**src/rtl/io_bus_target.sv**
```systemverilog
// Bus target on the multiplexed 16-bit AD bus: decodes a BASE window and exposes 2^AW registers.
// Optional protocol checker enabled by defining IO_BUS_TARGET_PROTO_CHK_EN (err tied 0 otherwise).
module io_bus_target #(
  parameter logic [19:0] BASE      = 20'hF0000,
  parameter int unsigned AW        = 3,
  parameter logic        PIO_SPACE = 1'b1
) (
  input  logic                       clk,
  input  logic                       rst_neg,
  input  logic [15:0]                ad_in,
  input  logic [3:0]                 adr_hi,
  input  logic                       ale_neg,
  input  logic                       oe,
  input  logic                       we,
  input  logic                       pio,
  input  logic                       isout,
  output logic [15:0]                ad_out,
  output logic                       ad_oe,
  input  logic                       hw_wr,
  input  logic [AW-1:0]              hw_idx,
  input  logic [15:0]                hw_data,
  output logic                       wr_pulse,
  output logic                       rd_pulse,
  output logic [AW-1:0]              ev_idx,
  output logic [16*(2**AW)-1:0]      regs_flat,
  output logic                       err
);

  localparam int unsigned NREG = 2**AW;

  typedef enum logic [1:0] {
    ST_IDLE,
    ST_ACT,
    ST_HOLD,
    ST_SKIP
  } state_t;

  state_t          state_q, state_d;
  logic            ale_q;
  logic [AW-1:0]   idx_q, idx_d;
  logic [15:0]     ad_out_q, ad_out_d;
  logic            wr_pulse_q, wr_pulse_d;
  logic            rd_pulse_q, rd_pulse_d;
  logic [AW-1:0]   ev_idx_q, ev_idx_d;
  logic [15:0]     regs_q [NREG];
  logic [15:0]     regs_d [NREG];

  logic [19:0]     addr;
  logic            hit;
  logic            addr_edge;

  assign addr      = {adr_hi, ad_in};
  assign hit       = (addr[19:AW] == BASE[19:AW]) && (pio == PIO_SPACE);
  assign addr_edge = ale_q & ~ale_neg;

  always_comb begin
    state_d    = state_q;
    idx_d      = idx_q;
    ad_out_d   = ad_out_q;
    wr_pulse_d = 1'b0;
    rd_pulse_d = 1'b0;
    ev_idx_d   = ev_idx_q;
    regs_d     = regs_q;

    // Local write first so a same-index bus write on this edge overrides it.
    if (hw_wr) regs_d[hw_idx] = hw_data;

    case (state_q)
      ST_IDLE: begin
        if (addr_edge) begin
          if (hit) begin
            idx_d    = ad_in[AW-1:0];
            ad_out_d = regs_q[ad_in[AW-1:0]];
            state_d  = ST_ACT;
          end else begin
            state_d  = ST_SKIP;
          end
        end
      end
      ST_ACT: begin
        if (ale_neg) begin
          state_d = ST_IDLE;
        end else begin
          if (we) begin
            regs_d[idx_q] = ad_in;
            wr_pulse_d    = 1'b1;
            ev_idx_d      = idx_q;
          end else if (oe) begin
            rd_pulse_d    = 1'b1;
            ev_idx_d      = idx_q;
          end
          state_d = ST_HOLD;
        end
      end
      ST_HOLD, ST_SKIP: begin
        if (ale_neg) state_d = ST_IDLE;
      end
      default: state_d = ST_IDLE;
    endcase
  end

  always_ff @(posedge clk or negedge rst_neg) begin
    if (!rst_neg) begin
      state_q    <= ST_IDLE;
      ale_q      <= 1'b1;
      idx_q      <= '0;
      ad_out_q   <= '0;
      wr_pulse_q <= 1'b0;
      rd_pulse_q <= 1'b0;
      ev_idx_q   <= '0;
      regs_q     <= '{default: '0};
    end else begin
      state_q    <= state_d;
      ale_q      <= ale_neg;
      idx_q      <= idx_d;
      ad_out_q   <= ad_out_d;
      wr_pulse_q <= wr_pulse_d;
      rd_pulse_q <= rd_pulse_d;
      ev_idx_q   <= ev_idx_d;
      regs_q     <= regs_d;
    end
  end

  assign ad_out   = ad_out_q;
  assign ad_oe    = (state_q == ST_ACT) & oe & ~we & ~isout;
  assign wr_pulse = wr_pulse_q;
  assign rd_pulse = rd_pulse_q;
  assign ev_idx   = ev_idx_q;

  for (genvar g = 0; g < NREG; g++) begin : g_flat
    assign regs_flat[g*16 +: 16] = regs_q[g];
  end

`ifdef IO_BUS_TARGET_PROTO_CHK_EN
  logic       err_q, err_d;
  logic [2:0] wait_cnt_q, wait_cnt_d;
  logic       waiting;

  assign waiting = (state_q == ST_HOLD) || (state_q == ST_SKIP);

  always_comb begin
    err_d      = err_q;
    wait_cnt_d = '0;
    // wait_cnt_q counts completed HOLD/SKIP cycles; a fifth cycle is a violation.
    if (waiting) wait_cnt_d = (wait_cnt_q == 3'd7) ? wait_cnt_q : wait_cnt_q + 3'd1;
    if (((state_q == ST_IDLE) || (state_q == ST_SKIP)) && ale_neg && we) err_d = 1'b1;
    if ((state_q == ST_ACT) && oe && !we && isout) err_d = 1'b1;
    if (waiting && (wait_cnt_q >= 3'd4)) err_d = 1'b1;
  end

  always_ff @(posedge clk or negedge rst_neg) begin
    if (!rst_neg) begin
      err_q      <= 1'b0;
      wait_cnt_q <= '0;
    end else begin
      err_q      <= err_d;
      wait_cnt_q <= wait_cnt_d;
    end
  end

  assign err = err_q;
`else
  assign err = 1'b0;
`endif

endmodule

```
**config.mk**
```make
export PLATFORM = sky130hd
export DESIGN_NAME = io_bus_target
export DESIGN_NICKNAME = d
export VERILOG_FILES = /design/src/rtl/io_bus_target.sv
export SDC_FILE = /design/constraint.sdc
export NUM_CORES = 1
export LEC_CHECK = 0
export BUFFER_PORTS_ARGS = -buffer_cell sky130_fd_sc_hd__buf_2
export CORE_ASPECT_RATIO = 1.75
export CORE_MARGIN = 2
export CORE_UTILIZATION = 30
export DETAILED_ROUTE_END_ITERATION = 12
export PLACE_DENSITY_LB_ADDON = 0.25
export SYNTH_ARGS = -nofsm -noshare
export SYNTH_HDL_FRONTEND = slang
export SYNTH_SLANG_ARGS = --single-unit
```
**constraint.sdc**
```tcl
create_clock -name clk -period 2 [get_ports clk]
set_input_delay 0.5 -clock clk [delete_from_list [all_inputs] [get_ports clk]]
set_output_delay 0.5 -clock clk [all_outputs]
set_load 0.02 [all_outputs]
```
After elaboration in Yosys (flattened, before gate mapping):

Cells that the tools add are included.

* word-level logic and storage cells: 72
* input port bits: 47
* register bits: 155
* output and inout bits: 151

* mux-type cells: 27
* order comparisons: 5
* equality and inequality tests: 6
* bitwise operators: 10
* reduce and logical (&&, ||, !) cells: 9

Operators by type and width (count)
* 128-bit two-way mux: 4
* 128-bit bitwise mux: 2
* 16-bit demux with 3-bit select: 2
* 16-bit two-way mux: 4
* 16-bit binary-select mux with 3-bit select: 1
* 17-bit equality test (second input constant): 1
* 4-bit greater-or-equal comparator (second input constant): 3
* 3-bit inverter with 4-bit output: 3
* 4-bit by 1-bit less-than comparator with 1-bit output (second input constant): 2
* 2-bit two-way mux: 4
* 1-bit two-way mux: 7
* 3-bit two-way mux: 2
* 2-bit one-hot mux with 3 select lines: 1
* 3-bit AND reduction: 2
* 1-bit bitwise AND: 4
* 2-bit equality test (second input constant): 2
* 2-bit != test (second input constant): 2
* 1-bit logical AND: 3
* 1-bit inverter: 3
* 2-bit by 1-bit equality test with 1-bit output (second input constant): 1
* 2-bit logical NOT: 1
* 2-bit AND reduction: 1
* 2-bit nonzero test: 1
* 2-bit OR reduction: 1

Depth between registers and ports, before layout:

Gate-level depths: netlist of the first run.

* depth in word-level cells: 11
* mapped depth: 6
* depth with buffers taken out: 5

Least setup slack after synthesis of the first run:

Ideal clock, no wire load.

* path type: input to register
* start point: in ad_in[0]
* end point: reg ad_out_q[11], in the netlist ad_out[11]
* cell stages on the path: 6
* data arrival time: 2097 ps
* data required time: 1875 ps
* library setup time: 125 ps
* buffers on the path: 3
* slack: -222 ps
* cell sequence: clkbuf_1 -> buf_2 -> clkbuf_1 -> mux4_2 -> mux2_2 -> mux2_4

* longest elaborated chain between the ends: 4

Ends and longest elaborated chain
* start, declared: RTL line 10 `input logic [15:0] ad_in,`
* 3-bit inverter with 4-bit output (not written as such): RTL line 73 `ad_out_d = regs_q[ad_in[AW-1:0]];`
* 16-bit binary-select mux with 3-bit select: RTL line 73
* 16-bit two-way mux (not written as such) (2 in a row): RTL line 73
* end signal, assigned: RTL line 116 `ad_out_q <= ad_out_d;`
* end, declared: RTL line 41 `logic [15:0] ad_out_q, ad_out_d;`

Every way passes these cells. The select of a mux whose other input is x is not followed.
A chain may end at the register's enable or synchronous reset.

Worst setup path after layout of the first run:

* start point: reg state_q[1]
* end point: out ad_oe

* longest elaborated chain between the ends: 4

Ends and longest elaborated chain
* start, declared: RTL line 38 `state_t state_q, state_d;`
* start signal, assigned: RTL line 113 `state_q <= state_d;`
* 2-bit by 1-bit equality test with 1-bit output: RTL line 125 `assign ad_oe = (state_q == ST_ACT) & oe & ~we & ~isout;`
* 1-bit bitwise AND (3 in a row): RTL line 125
* end, declared: RTL line 18 `output logic ad_oe,`

Every way passes these cells.

==> results of run 1 <==
[final timing paths]
path	startpoint	end	cells past startpoint
min reg2reg	ad_out[1]	ad_out[1]	1
max	state_q[1]	ad_oe	3
max reg2reg	state_q[1]	regs_flat[41]	5
min in group asynchronous	rst_neg	regs_flat[41]	2
min	oe	rd_pulse	3
max in group asynchronous	rst_neg	regs_flat[3]	3
[layer usage]
metal	vias to the layer above	routed length, µm	share of wire
li1	2987	-	-
met2	202	15930	0.55
met5	-	13	0.00044
met1	3247	11220	0.38
met3	49	1250	0.043
met4	2	814	0.028
[flip-flops by register name, summed over array words and instances (netlist names)]
signal and flops:
regs_flat 128, idx_q 3, rd_pulse 1, ev_idx 3, wr_pulse 1, state_q 2, ale_q 1, ad_out 16
[per-stage QoR]
step,instances,cell area (µm²)
after floorplan,741,8224
after CTS,1264,10420
after detailed placement,1233,9882
after global placement,1233,9882
after global routing,1264,10420
final,1264,10420
[area by class of cell]
class	count	area, µm²	share of cell area
repair buffers	254	1625	0.1560
flip-flops and latches	155	3880	0.3725
multi-input cells	496	3980	0.3821
well taps	328	410.4	0.03940
inverters	1	3.754	0.0003604
clock buffers	28	506.7	0.04865
clock inverters	2	10.01	0.0009610
[cell usage in the layout, fill, tap and decap left out, types with 2 or more instances in the layout]
master	count
nand2_1	68
nand4b_1	5
o21ai_0	64
buf_12	16
nor3_1	5
a21oi_1	65
nor4b_2	4
dfrtp_1	154
nor4_2	2
clkbuf_8	4
clkinv_2	2
nor2_1	68
nor4_4	2
nand4_1	2
nor4bb_4	2
buf_2	195
clkbuf_1	7
mux2i_1	128
mux4_2	32
clkbuf_16	17
mux2_4	10
mux2_2	28
buf_4	41
[worst reg2reg max path: stages (launching register included)]
cell       delay [ns]
dfrtp_1          0.45
nand4bb_1        0.24
buf_4            0.18
nor4b_2          0.42
buf_12           0.24
o21ai_0          0.12
[power by group through the flow]
stage	Combinational, mW	Clock, mW	Sequential [mW]
2_1_floorplan	1.13	0	4.91
3_3_place_gp	2.86	0	4.40
3_5_place_dp	2.92	0	4.39
4_1_cts	2.93	3.04	4.35
5_1_grt	3.12	3.15	4.41
6_report	2.90	2.96	4.34
[kinds of logic (layout without fill, tap and decap cells)]
logic type             Yosys count  after routing
and+or+nand+nor                168            168
other                            1              1
buffers and inverters           90            285
muxes                          198            198
DFF                            155            155
AOI/OAI and AO/OA              129            129
[repair_timing]
item	in CTS	in global routing
setup endpoints to repair	1	0
hold endpoints to repair	11	0
resized for setup	1	0
hold buffers	1	0
==> reports/results.ini, run 1 <==
[timing]
grt_setup_unrepaired = false
min_period_ns = 1.921
worst_slack_ns = 0.07938
finalMaxSlewViolations = 0
finalHoldWorstSlack_ns = 0.3396
period_share = 0.9603
finalSetupViolations = 0
skew_ns = 0.005340
final_hold_viol_count = 0
fmax_mhz = 520.7
tns_ns = 0

[floorplan]
initial_core_util = 0.3033
die_y_um = 222.7
die_area_mm2 = 0.02871
core_mm2 = 0.02703
num_rows = 80
fp.dieW_um = 129.0
ios = 198

[synth]
synth_common_cells = 154 x dfrtp_1, 128 x mux2i_1, 68 x nand2_1, 68 x nor2_1, 65 x a21oi_1
syn_nets = 788
synth_cell_type_count = 33
synth_top_family_by_area = multiplexers
yosys.area_share.simple = 0.09571
synth_enable_flop_cells = 0
synth_ff_type = dfrtp_1
synth-compound-area-share = 0.07877
synth.top_cell.area_share = 0.4702
syn_area_per_cell_um2 = 11.06
synth_top_cell_by_area = dfrtp_1
synth_adder_area_share = 0
synth.most_common_cell = dfrtp_1
synthXorXnorAreaFrac = 0
synth.area.top_cells = dfrtp_1 47%, mux2i_1 16%, mux4_2 8.8%
synth.area.mux_share = 0.3010
ys_warn_count = 0
async_flop_share = 1.000
ys_ff_latch = 155
seq_area_frac_synth = 0.4734
synthCells = 741
netlist_area_mm2 = 0.008197

[setup_path]
critPathMaxStageDelay_ns = 0.45
cp.required_ns = 1.50
start_kind = register
reg2reg_setup_slack_ns = 0.22
cp.arrival_ns = 1.42
crit_type = register to primary output
worstSetupEndpointType = primary output
crit_slowest_cell = dfrtp_1
path_max_fanout = 6
path_cells = nand2b_4 -> nor3_1 -> buf_2
path_delay_family = flip-flops
path_buf_inv = 1

[final_layout]
drive_above_1_share = 0.3868
n_antenna_cell = 0
final_util = 0.3854
area_growth_pct = 27.08
final_nets = 972
fillers = 2722

[route]
drc = 0
avgRoutedWirePerCell_um = 23.12
dr.pass1.iters = 4
dr.first_iter.drc_count = 390
final_antenna_net_count = 0
via_per_inst = 5.132
dr_total_vias = 6487
wirelength_mm = 29.23

[placement]
hpwl_mm = 20.55
post-place-ws_ns = -0.1909
globalplace.congestion = 0.7941
port_buffers = 196

[clocking]
cts_tree = built
clk_pin_slew_ns = 0.06
root_buffer = clkbuf_16
clock-sinks = 155
post_cts_buffers = 0
cts_buffer_depth = 2
clk_latency_ns = 0.44
h-tree-depth = 4
numCtsBuffers = 17

[global_route]
grt_overflow = 0
grt_max_degree = 41
grt_first_pass_wirelength_mm = 43.28
use_met1 = 0.2442
grt_busiest_layer = met2
met3_usage = 0.03877
met2_usage = 0.3728
first_global_vias = 6566
antenna_found_initial = 1
grt.total_usage = 0.2080

[power]
p_sw_mw = 3.530
pwr-share-comb = 0.284
netSwitchingFraction = 0.3460
p_leak_nw = 4.972
p_total_mw = 10.20
pwr-share-clk = 0.291
pwr-share-seq = 0.426
cellPowerDensity_mw_per_mm2 = 979.5
intPower_mw = 6.672
ir_drop_uv = 586.8

[worst_hold_path]
hp-class = primary input to register

[job]
drv_cap = 0

[status]
status = finished clean

Note: power is estimated with default switching activity, not from simulation.
==> inputs of run 2 (changes only) <==
Settings changed: CORE_MARGIN 2 to default, CORE_UTILIZATION 30 to 54, GPL_ROUTABILITY_DRIVEN from default to 0.
==> run 2 against run 1 <==
- power is 5.3% higher
- wire length down 5.7%
- worst setup slack got worse by 0.034 ns
- global-route usage grew 16 points
- clock power rose by 16%
- final cell count is 11% lower
- register-to-register slack got worse by 0.12 ns
- critical path type unchanged
==> reports/results.ini, run 2 (synthesis results as in run 1) <==
[status]
status = finished clean

[clocking]
root_buffer = clkbuf_16
clk_pin_slew_ns = 0.06
clk_latency_ns = 0.42
hold_buffers = 0
cts_tree = built
numCtsBuffers = 17
clock-sinks = 155
h-tree-depth = 4
cts_buffer_depth = 2

[power]
intPower_mw = 7.048
pwr-share-clk = 0.318
cellPowerDensity_mw_per_mm2 = 1044
pwr-share-comb = 0.281
ir_drop_uv = 659.0
p_leak_nw = 4.991
p_sw_mw = 3.696
pwr-share-seq = 0.401
netSwitchingFraction = 0.3440
p_total_mw = 10.74

[global_route]
first_global_vias = 7151
grt_max_degree = 46
grt_first_pass_wirelength_mm = 41.08
antenna_found_initial = 0
grt.total_usage = 0.3676
grt_overflow = 0

[route]
final_antenna_net_count = 0
dr_total_vias = 6975
dr.pass1.iters = 5
drc = 0
dr.first_iter.drc_count = 528
wirelength_mm = 27.57
avgRoutedWirePerCell_um = 24.64
via_per_inst = 6.233

[setup_path]
cp.arrival_ns = 1.45
crit_type = register to primary output
crit_slowest_cell = dfrtp_2
worstSetupEndpointType = primary output
path_cells = nand2b_1 -> nor3_1 -> buf_2
start_kind = register
critPathMaxStageDelay_ns = 0.46
path_delay_family = flip-flops
path_max_fanout = 5
cp.required_ns = 1.50
path_buf_inv = 1

[final_layout]
final_common_cell = buf_2
final_cell_mix = 195 x buf_2, 153 x dfrtp_1, 128 x mux2i_1
area_growth_pct = 25.60
final_util = 0.6938
largest_reg_flops = 128
final_cell_area_mm2 = 0.01029
final_nets = 969
drive_above_1_share = 0.3947

[timing]
worst_pin_slew_ns = 0.6914
finalHoldWorstSlack_ns = 0.003277
skew_ns = 0.007007
period_share = 0.9775
fmax_mhz = 511.5
final_hold_viol_count = 0
min_period_ns = 1.955
finalSetupViolations = 0
maxSlewHeadroom = 0.5391
tns_ns = 0
grt_setup_unrepaired = false
finalMaxSlewViolations = 0

[floorplan]
core_mm2 = 0.01484
fp.dieW_um = 95.13
ios = 198
initial_core_util = 0.5524
die_area_mm2 = 0.01569
num_rows = 59
die_y_um = 165.0

[placement]
post_dp_cell_area_mm2 = 0.009648
hpwl_mm = 19.43
port_buffers = 196

[worst_hold_path]
hp-class = primary input to async pin

[job]
drv_cap = 0

==> run 2: changes by cell type in the layout (fill, tap and decap cells not counted), sizes merged, moves of 2 or more <==
cell and delta:
buf -2, clkbuf -8, bufinv +3, clkinv +5
==> run 2: repair_timing <==
item | 4_1_cts | 5_1_grt
buffers inserted | 0 | 1
setup endpoints to repair | 0 | 36
endpoints found under the hold margin | 0 | 0
gates resized for setup | 0 | 2
==> run 2: power by group through the flow <==
stage                     Clock [mW]  Combinational (mW)  Sequential, mW
final                           3.42                3.02            4.31
after global placement             0                2.90            4.30
after CTS                       3.44                3.00            4.29
after detailed placement           0                2.98            4.33
after global routing            3.58                3.21            4.36
after floorplan                    0                1.13            4.91
==> run 2: metrics by stage <==
stage / worst slack (ns) / instances
5_1_grt: 0.01201 / 1118
4_1_cts: 0.01229 / 1117
3_3_place_gp: -0.1288 / 1085
6_report: 0.04503 / 1119
2_1_floorplan: -0.1233 / 741
3_5_place_dp: -0.1932 / 1085
==> run 2: final timing paths <==
kind                                       end  slack (ns)       start  depth (start not counted)
worst max register to register  regs_flat[127]        0.10  state_q[1]                          6
worst min-delay path                ad_out[11]       0.003     rst_neg                          1
worst min register to register       ev_idx[2]        0.51   ev_idx[2]                          1
min in group clk                         ale_q        0.38     ale_neg                          2
worst max-delay path                     ad_oe        0.05  state_q[1]                          3
max in group asynchronous           ad_out[14]        1.30     rst_neg                          2
==> run 2: cell type report <==
class,instances,area (µm²)
fill,1083,4543
multi-input combinational,496,3973
sequential,155,3881
timing repair buffer,251,1575
clock buffer,20,466.7
tap,183,229.0
clock inverter,12,163.9
inverter,1,3.754
antenna,1,2.502
==> run 2: metal layers <==
metal,track usage,share of wire,up-vias
met5,0,0,-
met4,0.2831,0.082,0
met3,0.07366,0.068,116
met2,0.6146,0.52,428
met1,0.4006,0.33,3453
li1,-,-,2978
==> run 2: worst register-to-register path, stage by stage (launching register included) <==
cell       delay (ns)
dfrtp_2          0.46
nand4bb_2        0.37
inv_1            0.24
nand4_1          0.16
buf_4            0.29
nor2_1           0.17
a21oi_1          0.06
==> inputs of run 3 (changes only) <==
Settings changed: CTS_BUF_LIST from default to sky130_fd_sc_hd__clkbuf_16.
==> run 3 against run 2 <==
- register-to-register slack worse by 0.02 ns
- wire length is essentially flat
- worst setup slack gained 0.0026 ns
- die area stayed put
- clock power shrank 4%
- clock skew barely moved
- sequential power about the same
- sequential cell count unchanged
- non-clock buffer count is 1 lower
- clock-buffer cell count fell by 3
- largest power group unchanged
==> reports/results.ini, run 3 (synthesis results as in run 1) <==
[status]
status = finished clean

[power]
cellPowerDensity_mw_per_mm2 = 1036
ir_drop_uv = 666.5
p_leak_nw = 4.969

[global_route]
grt.total_usage = 0.3657
grt_overflow = 0
grt_max_degree = 46
antenna_found_initial = 0
first_global_vias = 7126
grt_first_pass_wirelength_mm = 41.02

[timing]
finalSetupViolations = 0
worst_pin_slew_ns = 0.6842
grt_setup_unrepaired = false
tns_ns = 0
fmax_mhz = 512.2
skew_ns = 0.007403
final_hold_viol_count = 0
min_period_ns = 1.952
maxSlewHeadroom = 0.5438
finalMaxSlewViolations = 0
period_share = 0.9762

[clocking]
cts_tree = built
clk_pin_slew_ns = 0.06
clock-sinks = 155
numCtsBuffers = 17
h-tree-depth = 4
clk_latency_ns = 0.41
cts_buffer_depth = 2
root_buffer = clkbuf_16
hold_buffers = 0
post_cts_buffers = 0

[final_layout]
regArea_mm2 = 0.003881
final_cell_area_mm2 = 0.01025
multi_input_area_mm2 = 0.003973
drive_above_1_share = 0.3908
final_cell_mix = 195 x buf_2, 153 x dfrtp_1, 128 x mux2i_1
final_common_cell = buf_2
fillers = 1095
largest_reg_flops = 128
final_nets = 968
area_growth_pct = 25.11
n_antenna_cell = 0

[route]
avgRoutedWirePerCell_um = 24.66
final_antenna_net_count = 0
via_per_inst = 6.253
dr.first_iter.drc_count = 491
drc = 0
dr_total_vias = 6985
wirelength_mm = 27.55
dr.pass1.iters = 6

[floorplan]
core_mm2 = 0.01484
fp.dieW_um = 95.13
die_area_mm2 = 0.01569
ios = 198
die_y_um = 165.0
num_rows = 59
initial_core_util = 0.5524

[setup_path]
cp.arrival_ns = 1.45
start_kind = register
cp-endpoint = ad_oe
path_max_fanout = 6
worstReg2RegStart = state_q[1]
cp.required_ns = 1.50
r2r-end = regs_flat[91]
crit_type = register to primary output
worstSetupEndpointType = primary output
reg2reg_setup_slack_ns = 0.08
critPathLaunch = state_q[1]
reg2reg_depth = 6

[placement]
post_dp_cell_area_mm2 = 0.009648
port_buffers = 196
hpwl_mm = 19.43

[job]
drv_cap = 0

[worst_hold_path]
hp-class = primary input to async pin

==> run 3: cell types whose count changed in the layout (fill, tap and decap cells not counted), sizes merged <==
cell    delta
clkbuf     -3
clkinv     +3
buf        -1
diode      -1
==> run 3: where the power goes <==
group,switching (mW),leakage [nW],internal [mW]
logic,1.78,2.77,1.23
clock network,1.33,0.290,1.96
registers,0.579,1.91,3.74
total,3.69,4.97,6.93
==> run 3: what timing repair did <==
| item | in CTS | in global routing |
|---|---|---|
| setup endpoints to repair | 0 | 37 |
| hold endpoints to repair | 0 | 0 |
| gates resized for setup | 0 | 2 |
==> run 3: cell type report <==
type / count / share of cell area
multi-input cells: 496 / 0.3874
flip-flops and latches: 155 / 0.3785
repair buffers: 250 / 0.1529
clock buffers: 17 / 0.04148
well taps: 183 / 0.02233
clock inverters: 15 / 0.01708
inverters: 1 / 0.0003660
==> run 3: how the worst min path moves through the flow <==
stage	startpoint	to	depth (start not counted)
6_report	rst_neg	ad_out[11]	1
5_1_grt	rst_neg	regs_flat[39]	1
3_3_place_gp	rst_neg	regs_flat[39]	1
4_1_cts	rst_neg	regs_flat[39]	1
2_1_floorplan	rst_neg	ad_out[0]	0
3_5_place_dp	rst_neg	ad_out[11]	1
==> run 3: worst max-delay path: stages (launching register included) <==
cell	delay [ns]
dfrtp_2	0.46
nand2b_1	0.20
nor3_1	0.19
buf_2	0.19
==> run 3: per-stage QoR <==
step           hold WS [ns]  worst slack [ns]  cells  utilization  total power, mW
4_1_cts             0.02040           0.01610   1117       0.6907            10.60
5_1_grt             0.02955          0.002427   1117       0.6911            11.02
6_report            0.01403           0.04760   1117       0.6911            10.62
3_3_place_gp         0.4513           -0.1288   1085       0.6502            7.199
3_5_place_dp         0.4549           -0.1932   1085       0.6502            7.318
2_1_floorplan        0.2044           -0.1233    741            -            6.037
==> run 3: per-layer routing <==
layer	up-vias	routed length (µm)	track usage
li1	2974	-	-
met1	3452	9160	0.4078
met2	443	14230	0.6156
met3	116	1951	0.06169
met4	0	2210	0.2693
met5	-	0	0
